<file path="src/rtl/ram_burst_ctrl.sv">
// Burst controller in front of a single-port synchronous RAM: streams write bursts into the RAM
// and read bursts out through a small skid buffer that hides the RAM's registered read latency.
module ram_burst_ctrl #(
    parameter int DATA_WIDTH = 8,
    parameter int ADDR_WIDTH = 7,
    parameter int MEM_DEPTH  = 128
) (
    input  logic                  clk,
    input  logic                  rst,
    input  logic                  cmd_valid,
    output logic                  cmd_ready,
    input  logic                  cmd_wr,
    input  logic [ADDR_WIDTH-1:0] cmd_addr,
    input  logic [ADDR_WIDTH-1:0] cmd_len,
    input  logic                  wr_valid,
    output logic                  wr_ready,
    input  logic [DATA_WIDTH-1:0] wr_data,
    output logic                  rd_valid,
    input  logic                  rd_ready,
    output logic [DATA_WIDTH-1:0] rd_data,
    output logic                  busy,
    output logic                  ram_we,
    output logic [ADDR_WIDTH-1:0] ram_addr,
    output logic [DATA_WIDTH-1:0] ram_din,
    input  logic [DATA_WIDTH-1:0] ram_dout
);

    localparam int CNT_W     = ADDR_WIDTH + 1;
    localparam int BUF_DEPTH = 3;
    localparam logic [ADDR_WIDTH-1:0] ADDR_ONE  = ADDR_WIDTH'(1);
    localparam logic [ADDR_WIDTH-1:0] ADDR_LAST = ADDR_WIDTH'(MEM_DEPTH - 1);
    localparam logic [CNT_W-1:0]      CNT_ONE   = CNT_W'(1);

    typedef enum logic [1:0] {
        ST_IDLE  = 2'd0,
        ST_WRITE = 2'd1,
        ST_READ  = 2'd2
    } state_t;

    state_t                state_reg, state_next;
    logic [ADDR_WIDTH-1:0] addr_reg, addr_next;
    logic [CNT_W-1:0]      issue_left_reg, issue_left_next;
    logic [CNT_W-1:0]      pop_left_reg, pop_left_next;
    logic                  ram_we_reg, ram_we_next;
    logic [ADDR_WIDTH-1:0] ram_addr_reg, ram_addr_next;
    logic [DATA_WIDTH-1:0] ram_din_reg, ram_din_next;
    // Two-stage tracker of an issued read: address on the RAM port, then data on ram_dout.
    logic                  addr_pend_reg, addr_pend_next;
    logic                  dout_pend_reg, dout_pend_next;

    logic [1:0]            head_reg, head_next;
    logic [1:0]            tail_reg, tail_next;
    logic [1:0]            count_reg, count_next;
    logic [DATA_WIDTH-1:0] buf_mem [BUF_DEPTH];
    logic [BUF_DEPTH-1:0]  entry_we;

    logic                  cmd_fire;
    logic                  wr_fire;
    logic                  pop;
    logic                  push;
    logic                  room;
    logic [2:0]            credit;
    logic [ADDR_WIDTH-1:0] addr_inc;
    logic [CNT_W-1:0]      len_plus_one;

    assign cmd_ready = (state_reg == ST_IDLE) && !rst;
    assign wr_ready  = (state_reg == ST_WRITE);
    assign busy      = (state_reg != ST_IDLE);
    assign rd_valid  = (count_reg != 2'd0);
    assign rd_data   = buf_mem[head_reg];
    assign ram_we    = ram_we_reg;
    assign ram_addr  = ram_addr_reg;
    assign ram_din   = ram_din_reg;

    assign cmd_fire     = cmd_valid && cmd_ready;
    assign wr_fire      = wr_valid && wr_ready;
    assign pop          = rd_valid && rd_ready;
    assign push         = dout_pend_reg;
    assign addr_inc     = (addr_reg == ADDR_LAST) ? '0 : addr_reg + ADDR_ONE;
    assign len_plus_one = {1'b0, cmd_len} + CNT_ONE;

    // Every buffered word plus every read still in the RAM pipe holds a slot; a same-cycle pop frees one.
    assign credit = {1'b0, count_reg} + {2'b00, addr_pend_reg} + {2'b00, dout_pend_reg};
    assign room   = credit < (3'd3 + {2'b00, pop});

    always_comb begin
        state_next      = state_reg;
        addr_next       = addr_reg;
        issue_left_next = issue_left_reg;
        pop_left_next   = pop_left_reg;
        ram_we_next     = 1'b0;
        ram_addr_next   = ram_addr_reg;
        ram_din_next    = ram_din_reg;
        addr_pend_next  = 1'b0;
        dout_pend_next  = addr_pend_reg;

        case (state_reg)
            ST_IDLE: begin
                if (cmd_fire) begin
                    state_next      = cmd_wr ? ST_WRITE : ST_READ;
                    addr_next       = cmd_addr;
                    issue_left_next = len_plus_one;
                    pop_left_next   = len_plus_one;
                end
            end
            ST_WRITE: begin
                if (wr_fire) begin
                    ram_we_next     = 1'b1;
                    ram_addr_next   = addr_reg;
                    ram_din_next    = wr_data;
                    addr_next       = addr_inc;
                    issue_left_next = issue_left_reg - CNT_ONE;
                    if (issue_left_reg == CNT_ONE) begin
                        state_next = ST_IDLE;
                    end
                end
            end
            ST_READ: begin
                if ((issue_left_reg != '0) && room) begin
                    ram_addr_next   = addr_reg;
                    addr_next       = addr_inc;
                    issue_left_next = issue_left_reg - CNT_ONE;
                    addr_pend_next  = 1'b1;
                end
                if (pop) begin
                    pop_left_next = pop_left_reg - CNT_ONE;
                    if (pop_left_reg == CNT_ONE) begin
                        state_next = ST_IDLE;
                    end
                end
            end
            default: begin
                state_next = ST_IDLE;
            end
        endcase
    end

    always_comb begin
        head_next  = head_reg;
        tail_next  = tail_reg;
        count_next = count_reg;
        if (push) begin
            tail_next = (tail_reg == 2'd2) ? 2'd0 : tail_reg + 2'd1;
        end
        if (pop) begin
            head_next = (head_reg == 2'd2) ? 2'd0 : head_reg + 2'd1;
        end
        case ({push, pop})
            2'b10:   count_next = count_reg + 2'd1;
            2'b01:   count_next = count_reg - 2'd1;
            default: count_next = count_reg;
        endcase
    end

    genvar gi;
    generate
        for (gi = 0; gi < BUF_DEPTH; gi++) begin : g_entry_we
            assign entry_we[gi] = push && (tail_reg == 2'(gi));
        end
    endgenerate

    always_ff @(posedge clk) begin
        if (rst) begin
            state_reg      <= ST_IDLE;
            addr_reg       <= '0;
            issue_left_reg <= '0;
            pop_left_reg   <= '0;
            ram_we_reg     <= 1'b0;
            ram_addr_reg   <= '0;
            ram_din_reg    <= '0;
            addr_pend_reg  <= 1'b0;
            dout_pend_reg  <= 1'b0;
            head_reg       <= 2'd0;
            tail_reg       <= 2'd0;
            count_reg      <= 2'd0;
        end else begin
            state_reg      <= state_next;
            addr_reg       <= addr_next;
            issue_left_reg <= issue_left_next;
            pop_left_reg   <= pop_left_next;
            ram_we_reg     <= ram_we_next;
            ram_addr_reg   <= ram_addr_next;
            ram_din_reg    <= ram_din_next;
            addr_pend_reg  <= addr_pend_next;
            dout_pend_reg  <= dout_pend_next;
            head_reg       <= head_next;
            tail_reg       <= tail_next;
            count_reg      <= count_next;
        end
    end

    // Buffer contents need no reset: an entry is only read once count_reg covers it.
    always_ff @(posedge clk) begin
        for (int i = 0; i < BUF_DEPTH; i++) begin
            if (entry_we[i]) begin
                buf_mem[i] <= ram_dout;
            end
        end
    end

endmodule

</file>
<file path="config.mk">
export PLATFORM = sky130hd
export DESIGN_NAME = ram_burst_ctrl
export DESIGN_NICKNAME = d
export VERILOG_FILES = /design/src/rtl/ram_burst_ctrl.sv
export SDC_FILE = /design/constraint.sdc
export NUM_CORES = 1
export LEC_CHECK = 0
export CAP_MARGIN = 10
export CORE_MARGIN = 2
export CORE_UTILIZATION = 25
export DETAILED_ROUTE_END_ITERATION = 10
export DONT_BUFFER_PORTS = 1
export HOLD_SLACK_MARGIN = 0.03
export MAX_ROUTING_LAYER = met4
export PLACE_DENSITY = 0.34
export SLEW_MARGIN = 15
export SYNTH_ARGS = -nofsm -noshare
export SYNTH_HDL_FRONTEND = slang
export SYNTH_SLANG_ARGS = --single-unit
</file>
<file path="constraint.sdc">
create_clock -name clk -period 6.2 [get_ports clk]
set_input_delay 1.55 -clock clk [delete_from_list [all_inputs] [get_ports clk]]
set_output_delay 1.55 -clock clk [all_outputs]
set_load 0.01 [all_outputs]
</file>
==> flow_results.xml, run 1 <==
<?xml version="1.0" encoding="UTF-8"?>
<metrics>
  <group name="sta">
    <metric name="period_share" unit="%">53.6</metric>
    <metric name="count_of_endpoints_failing_hold_in_the_final_timing_report" unit="">0</metric>
    <metric name="setup_viol" unit="">0</metric>
    <metric name="max_freq" unit="MHz">301</metric>
    <metric name="rsz0062_at_grt" unit="">no</metric>
    <metric name="worstMarginPinSlew" unit="ps">847</metric>
    <metric name="timing.slew.headroom" unit="%">43.3</metric>
    <metric name="postLayoutSetupSlackWorst" unit="ps">2880</metric>
    <metric name="finalCriticalPeriod" unit="ps">3320</metric>
    <metric name="final.setup.tns" unit="ps">0</metric>
    <metric name="clock_skew" unit="ps">4.27</metric>
    <metric name="final_report_max_slew_violation_count" unit="">0</metric>
  </group>
  <group name="grt">
    <metric name="grt_pass1_vias" unit="">2761</metric>
    <metric name="grt_pass1_wl" unit="um">14700</metric>
    <metric name="gr-usage-all-layers" unit="%">12.3</metric>
    <metric name="grt_start_max_net_pins" unit="">54</metric>
    <metric name="global_route.overflow_total" unit="">0</metric>
    <metric name="antenna_found_initial" unit="">0</metric>
  </group>
  <group name="flow_run">
    <metric name="cap_violations" unit="">0</metric>
  </group>
  <group name="floorplanning">
    <metric name="initial_cell_density_of_the_core" unit="%">25.5</metric>
    <metric name="count_of_standard_cell_rows" unit="">44</metric>
    <metric name="floorplan.die.width" unit="um">126</metric>
    <metric name="design.portCount" unit="">64</metric>
    <metric name="die-height" unit="um">126</metric>
    <metric name="core_region_area" unit="um2">14500</metric>
    <metric name="area_of_the_die" unit="um2">15800</metric>
  </group>
  <group name="finish">
    <metric name="fin_nets" unit="">433</metric>
    <metric name="finalCoreUtilization" unit="%">28.9</metric>
    <metric name="max_flop_register" unit="">buf_mem</metric>
    <metric name="area_growth_syn_to_layout" unit="%">13.0</metric>
    <metric name="most_frequent_cells_in_the_layout" unit="">sky130_fd_sc_hd__dfxtp_1 (51), sky130_fd_sc_hd__nand2_1 (50), sky130_fd_sc_hd__nor2_1 (37), sky130_fd_sc_hd__a21oi_1 (34), sky130_fd_sc_hd__o21ai_0 (26)</metric>
    <metric name="largest_register_ff_count" unit="">24</metric>
    <metric name="final_common_cell" unit="">sky130_fd_sc_hd__dfxtp_1</metric>
    <metric name="multi_input_comb_area" unit="um2">1810</metric>
    <metric name="num-fill-cells" unit="">1543</metric>
    <metric name="layout-drive-gt1-share" unit="%">8.27</metric>
    <metric name="insertedDiodeCount" unit="">0</metric>
    <metric name="ff_latch_area" unit="um2">1740</metric>
  </group>
  <group name="worst_setup_path">
    <metric name="setup.worst_path.start_class" unit="">primary input</metric>
    <metric name="end_kind" unit="">primary output</metric>
    <metric name="worstPathBufferInverterCount" unit="">0</metric>
    <metric name="data_arrival_at_the_endpoint_of_the_critical_path" unit="ps">1770</metric>
    <metric name="setup.worst_path.class" unit="">in -&gt; out</metric>
    <metric name="cpMaxStageDelayCell" unit="">sky130_fd_sc_hd__nor2_1</metric>
    <metric name="worst_path_dominant_cell_family" unit="">simple AND/OR/NAND/NOR gates</metric>
    <metric name="ordered_cell_list_for_the_critical_path" unit="">nor2_1</metric>
    <metric name="crit_fanout" unit="">53</metric>
    <metric name="max_stage_delay" unit="ps">190</metric>
    <metric name="worst-endpoint-required" unit="ps">4650</metric>
  </group>
  <group name="clock_tree">
    <metric name="cts.reportedPaths.clkPinSlew" unit="ps">60</metric>
    <metric name="ctsResizeCount" unit="">0</metric>
    <metric name="cts.htree.levels" unit="">3</metric>
    <metric name="cts.root.buffer_cell" unit="">sky130_fd_sc_hd__clkbuf_16</metric>
    <metric name="numCtsBuffers" unit="">9</metric>
    <metric name="worst_skew_pair_later_pin_latency" unit="ps">340</metric>
    <metric name="tritoncts_clock_tree" unit="">yes</metric>
    <metric name="post_cts_buffers" unit="">0</metric>
    <metric name="holdBufCountCts" unit="">0</metric>
    <metric name="clock_sink_count" unit="">75</metric>
    <metric name="clockBufferDepth" unit="">2</metric>
  </group>
  <group name="synthesis">
    <metric name="synth_fp_nets" unit="">438</metric>
    <metric name="synth.distinct_cells" unit="">59</metric>
    <metric name="share_of_flip_flops_with_an_asynchronous_set_or_reset" unit="%">0</metric>
    <metric name="ys.warnings.count" unit="">0</metric>
    <metric name="synth_cells" unit="">387</metric>
    <metric name="synth_flop_cell" unit="">sky130_fd_sc_hd__dfxtp_1</metric>
    <metric name="synth_enable_flop_cells" unit="">24</metric>
    <metric name="mappedNetlistArea" unit="um2">3700</metric>
    <metric name="seq_area_frac_synth" unit="%">47.1</metric>
    <metric name="syn_avg_cell_area" unit="um2">9.56</metric>
    <metric name="yosys_register_bits" unit="">75</metric>
  </group>
  <group name="placement">
    <metric name="dp_worst_setup_slack" unit="ps">2640</metric>
    <metric name="io_buffers" unit="">0</metric>
    <metric name="place.gp.congestion" unit="">0.728</metric>
    <metric name="hpwlAfterDp" unit="um">6190</metric>
  </group>
  <group name="detailed_routing">
    <metric name="avgRoutedWirePerCell" unit="um">15.6</metric>
    <metric name="drt.antenna.violating_nets" unit="">0</metric>
    <metric name="drt_first_iter_violations" unit="">118</metric>
    <metric name="route.final.wire_length" unit="um">8900</metric>
    <metric name="vias" unit="">2740</metric>
    <metric name="avgViaCountPerCell" unit="">4.80</metric>
    <metric name="drt_pass1_iterations" unit="">5</metric>
    <metric name="route.detailed.drc" unit="">0</metric>
  </group>
  <group name="hold_path">
    <metric name="hold_class" unit="">reg -&gt; reg</metric>
  </group>
  <group name="power">
    <metric name="power_density" unit="nW/um2">468</metric>
    <metric name="static-leakage-power" unit="uW">0.00146</metric>
    <metric name="power.ir.vdd_worst" unit="V">0.000144</metric>
    <metric name="totalPowerFinal" unit="uW">1960</metric>
  </group>
  <group name="outcome">
    <metric name="outcome" unit="">complete, no violations</metric>
  </group>
</metrics>
[cells by family after synthesis]
group           share of synthesized area, %
xor+xnor                                2.84
simple gates                            17.8
mux                                     5.68
fa+ha+maj                               5.28
compound gates                          17.2
buf+inv                                 4.09
flops                                   47.1
[layout make-up]
cell class	instances	share of cell area (%)
Clock buffer	9	5.39
Inverter	14	1.26
Sequential cell	75	41.7
Clock inverter	7	2.43
Tap cell	184	5.51
Multi-Input combinational cell	279	43.2
Timing Repair Buffer	3	0.539
[path summary, 6_finish.rpt]
kind / from / end / slack, ps / cells past startpoint
worst max-delay path: rst / cmd_ready / 2880 / 1
worst min-delay path: addr_pend_reg / dout_pend_reg / 490 / 1
worst max register to register: count_reg[0] / addr_reg[3] / 3390 / 9
worst min register to register: addr_pend_reg / dout_pend_reg / 490 / 1
[layer usage]
| layer | wire length (um) | global-route usage, % |
|---|---|---|
| met5 | 0 | - |
| met4 | 245 | 6.21 |
| met3 | 432 | 3.44 |
| met2 | 4010 | 18.9 |
| met1 | 4210 | 14.9 |
[Yosys cell counts (4+ instances only)]
cell | count | area share (%)
sky130_fd_sc_hd__xnor2_1 | 5 | 1.2
sky130_fd_sc_hd__a211oi_1 | 4 | 0.81
sky130_fd_sc_hd__nand2_1 | 50 | 5.1
sky130_fd_sc_hd__a21oi_1 | 34 | 4.6
sky130_fd_sc_hd__nor3b_1 | 4 | 0.81
sky130_fd_sc_hd__o21ai_0 | 26 | 3.5
sky130_fd_sc_hd__dfxtp_1 | 51 | 28
sky130_fd_sc_hd__clkbuf_1 | 13 | 1.3
sky130_fd_sc_hd__and3_1 | 4 | 0.68
sky130_fd_sc_hd__mux2i_1 | 21 | 5.7
sky130_fd_sc_hd__ha_1 | 14 | 4.7
sky130_fd_sc_hd__edfxtp_1 | 24 | 19
sky130_fd_sc_hd__a21o_1 | 4 | 0.81
sky130_fd_sc_hd__xor2_1 | 7 | 1.7
sky130_fd_sc_hd__nor2_1 | 37 | 3.8
sky130_fd_sc_hd__inv_1 | 14 | 1.4
sky130_fd_sc_hd__nor3_1 | 8 | 1.1
sky130_fd_sc_hd__nand3_1 | 13 | 1.8
[metrics by stage]
stage	cells	area, um2	hold slack (ps)
3_3_place_gp	555	3850	460
6_report	571	4180	490
3_5_place_dp	555	3850	481
5_1_grt	571	4180	508
4_1_cts	571	4180	491
2_1_floorplan	387	3700	450
[where the power goes]
| part | internal (uW) | switching [uW] | total (uW) |
|---|---|---|---|
| Clock | 356 | 216 | 572 |
| Sequential | 596 | 94.2 | 690 |
| Combinational | 278 | 417 | 695 |
Power figures use the tool's default switching activity.
==> inputs of run 2 (changes only) <==
Settings changed: PLACE_DENSITY 0.34 to 0.36.
Clock period 6.2 ns to 2.9 ns, I/O delays scaled along.
==> run 2 against run 1 <==
Against the previous run: worst hold slack worse by 40 ps; setup slack worse by 2700 ps; combinational power up 130%; largest cell class unchanged; sequential share of layout area unchanged; clock power up 80%; final cell count up 1.1%; final area unchanged; register-to-register slack worse by 3200 ps.
==> flow_results.xml, run 2 (synthesized netlist as in run 1, its figures left out) <==
<?xml version="1.0" encoding="UTF-8"?>
<metrics>
  <group name="clock_tree">
    <metric name="holdBufCountCts" unit="">0</metric>
    <metric name="worst_skew_pair_later_pin_latency" unit="ps">340</metric>
    <metric name="clock_sink_count" unit="">75</metric>
    <metric name="cts.root.buffer_cell" unit="">sky130_fd_sc_hd__clkbuf_16</metric>
    <metric name="cts.reportedPaths.clkPinSlew" unit="ps">60</metric>
    <metric name="cts.htree.levels" unit="">3</metric>
    <metric name="post_cts_buffers" unit="">0</metric>
    <metric name="ctsResizeCount" unit="">0</metric>
    <metric name="numCtsBuffers" unit="">9</metric>
    <metric name="clockBufferDepth" unit="">2</metric>
    <metric name="tritoncts_clock_tree" unit="">yes</metric>
  </group>
  <group name="detailed_routing">
    <metric name="drt.antenna.violating_nets" unit="">0</metric>
    <metric name="drt_pass1_iterations" unit="">4</metric>
    <metric name="avgViaCountPerCell" unit="">4.76</metric>
    <metric name="vias" unit="">2744</metric>
    <metric name="route.detailed.drc" unit="">0</metric>
    <metric name="drt_first_iter_violations" unit="">199</metric>
    <metric name="avgRoutedWirePerCell" unit="um">15.1</metric>
    <metric name="route.final.wire_length" unit="um">8740</metric>
  </group>
  <group name="finish">
    <metric name="most_frequent_cells_in_the_layout" unit="">sky130_fd_sc_hd__dfxtp_1 (51), sky130_fd_sc_hd__nand2_1 (50), sky130_fd_sc_hd__nor2_1 (37), sky130_fd_sc_hd__a21oi_1 (34), sky130_fd_sc_hd__o21ai_0 (26)</metric>
    <metric name="max_flop_register" unit="">buf_mem</metric>
    <metric name="insertedDiodeCount" unit="">0</metric>
    <metric name="layout-drive-gt1-share" unit="%">9.41</metric>
    <metric name="num-fill-cells" unit="">1555</metric>
    <metric name="area_growth_syn_to_layout" unit="%">13.0</metric>
    <metric name="fin_nets" unit="">439</metric>
    <metric name="final_common_cell" unit="">sky130_fd_sc_hd__dfxtp_1</metric>
    <metric name="largest_register_ff_count" unit="">24</metric>
  </group>
  <group name="power">
    <metric name="totalPowerFinal" unit="uW">4090</metric>
    <metric name="power.ir.vdd_worst" unit="V">0.000423</metric>
    <metric name="static-leakage-power" unit="uW">0.00147</metric>
    <metric name="power_density" unit="nW/um2">979</metric>
  </group>
  <group name="worst_setup_path">
    <metric name="crit_fanout" unit="">4</metric>
    <metric name="critical_path_most_common_cell" unit="">sky130_fd_sc_hd__ha_1</metric>
    <metric name="worst-endpoint-required" unit="ps">3170</metric>
    <metric name="setup.worst_path.start_class" unit="">flip-flop</metric>
    <metric name="data_arrival_at_the_endpoint_of_the_critical_path" unit="ps">2950</metric>
    <metric name="max_stage_delay" unit="ps">430</metric>
    <metric name="cpMaxStageDelayCell" unit="">sky130_fd_sc_hd__or3_4</metric>
    <metric name="ordered_cell_list_for_the_critical_path" unit="">fa_1 -&gt; ha_1 -&gt; ha_1 -&gt; o21ai_0 -&gt; a32oi_2 -&gt; or3_4 -&gt; a221o_1 -&gt; a21oi_2</metric>
    <metric name="end_kind" unit="">flip-flop</metric>
    <metric name="setup.worst_path.class" unit="">reg -&gt; reg</metric>
  </group>
  <group name="sta">
    <metric name="final.setup.tns" unit="ps">0</metric>
    <metric name="rsz0062_at_grt" unit="">no</metric>
    <metric name="timing.slew.headroom" unit="%">44.3</metric>
    <metric name="count_of_endpoints_failing_hold_in_the_final_timing_report" unit="">0</metric>
    <metric name="finalCriticalPeriod" unit="ps">2680</metric>
    <metric name="max_freq" unit="MHz">373</metric>
    <metric name="setup_viol" unit="">0</metric>
    <metric name="period_share" unit="%">92.5</metric>
    <metric name="clock_skew" unit="ps">7.78</metric>
    <metric name="worst_hold_slack" unit="ps">450</metric>
    <metric name="worstMarginPinSlew" unit="ps">833</metric>
    <metric name="final_report_max_slew_violation_count" unit="">0</metric>
  </group>
  <group name="placement">
    <metric name="hpwlAfterDp" unit="um">6040</metric>
    <metric name="place.gp.congestion" unit="">0.745</metric>
    <metric name="io_buffers" unit="">0</metric>
  </group>
  <group name="grt">
    <metric name="global_route.overflow_total" unit="">0</metric>
    <metric name="grt_start_max_net_pins" unit="">54</metric>
    <metric name="antenna_found_initial" unit="">0</metric>
    <metric name="grt_pass1_wl" unit="um">14400</metric>
    <metric name="grt_pass1_vias" unit="">2684</metric>
    <metric name="gr-usage-all-layers" unit="%">12.0</metric>
  </group>
  <group name="floorplanning">
    <metric name="count_of_standard_cell_rows" unit="">44</metric>
    <metric name="design.portCount" unit="">64</metric>
    <metric name="area_of_the_die" unit="um2">15800</metric>
    <metric name="core_region_area" unit="um2">14500</metric>
    <metric name="floorplan.die.width" unit="um">126</metric>
    <metric name="initial_cell_density_of_the_core" unit="%">25.5</metric>
    <metric name="die-height" unit="um">126</metric>
  </group>
  <group name="outcome">
    <metric name="outcome" unit="">complete, no violations</metric>
  </group>
  <group name="flow_run">
    <metric name="cap_violations" unit="">0</metric>
  </group>
  <group name="hold_path">
    <metric name="hold_class" unit="">in -&gt; reg</metric>
  </group>
</metrics>
run 2: through the flow:
stage / cells / setup slack, ps / utilization [%] / cell area (um2)
3_3_place_gp: 561 / 258 / 27.0 / 3910
2_1_floorplan: 387 / 325 / - / 3700
3_5_place_dp: 561 / 209 / 27.0 / 3910
4_1_cts: 577 / 198 / 28.9 / 4180
6_report: 577 / 219 / 28.9 / 4180
5_1_grt: 577 / 68.7 / 28.9 / 4180
run 2: power by group:
part	internal, uW	leakage (uW)	total (uW)	switching, uW
Sequential	1270	0.000632	1460	190
Clock	579	0.000133	1030	448
Combinational	679	0.000705	1600	920
run 2: cell type report:
class | instances | area (um2) | share of cell area, %
Sequential cell | 75 | 1740 | 41.7
Inverter | 14 | 52.6 | 1.26
Timing Repair Buffer | 9 | 80.1 | 1.92
Clock buffer | 10 | 229 | 5.48
Multi-Input combinational cell | 279 | 1810 | 43.2
Tap cell | 184 | 230 | 5.51
Clock inverter | 6 | 40.0 | 0.958
run 2: per-layer routing:
metal / track usage, % / routed length, um / up-vias / share of wire, %
met4: 5.88 / 195 / 0 / 2.2
met1: 14.4 / 4190 / 1307 / 48
met5: - / 0 / - / 0
met2: 18.8 / 3990 / 42 / 46
li1: - / - / 1383 / -
met3: 2.89 / 362 / 12 / 4.1
run 2: worst max-delay path, delay by kind of cell, from the launching register on:
kind                     cells  cell delay (ps)
flip-flops                   1              320
adder cells (fa/ha/maj)      3              960
AND/OR/NAND/NOR              1              430
AO/OA/AOI/OAI                4              900
run 2: worst paths after layout:
check,slack (ps),from,cells after the start,end
worst max-delay path,220,addr_pend_reg,8,issue_left_reg[6]
worst min-delay path,450,rst,1,addr_reg[6]
worst max register to register,220,addr_pend_reg,8,issue_left_reg[6]
worst min register to register,480,pop_left_reg[7],2,pop_left_reg[7]
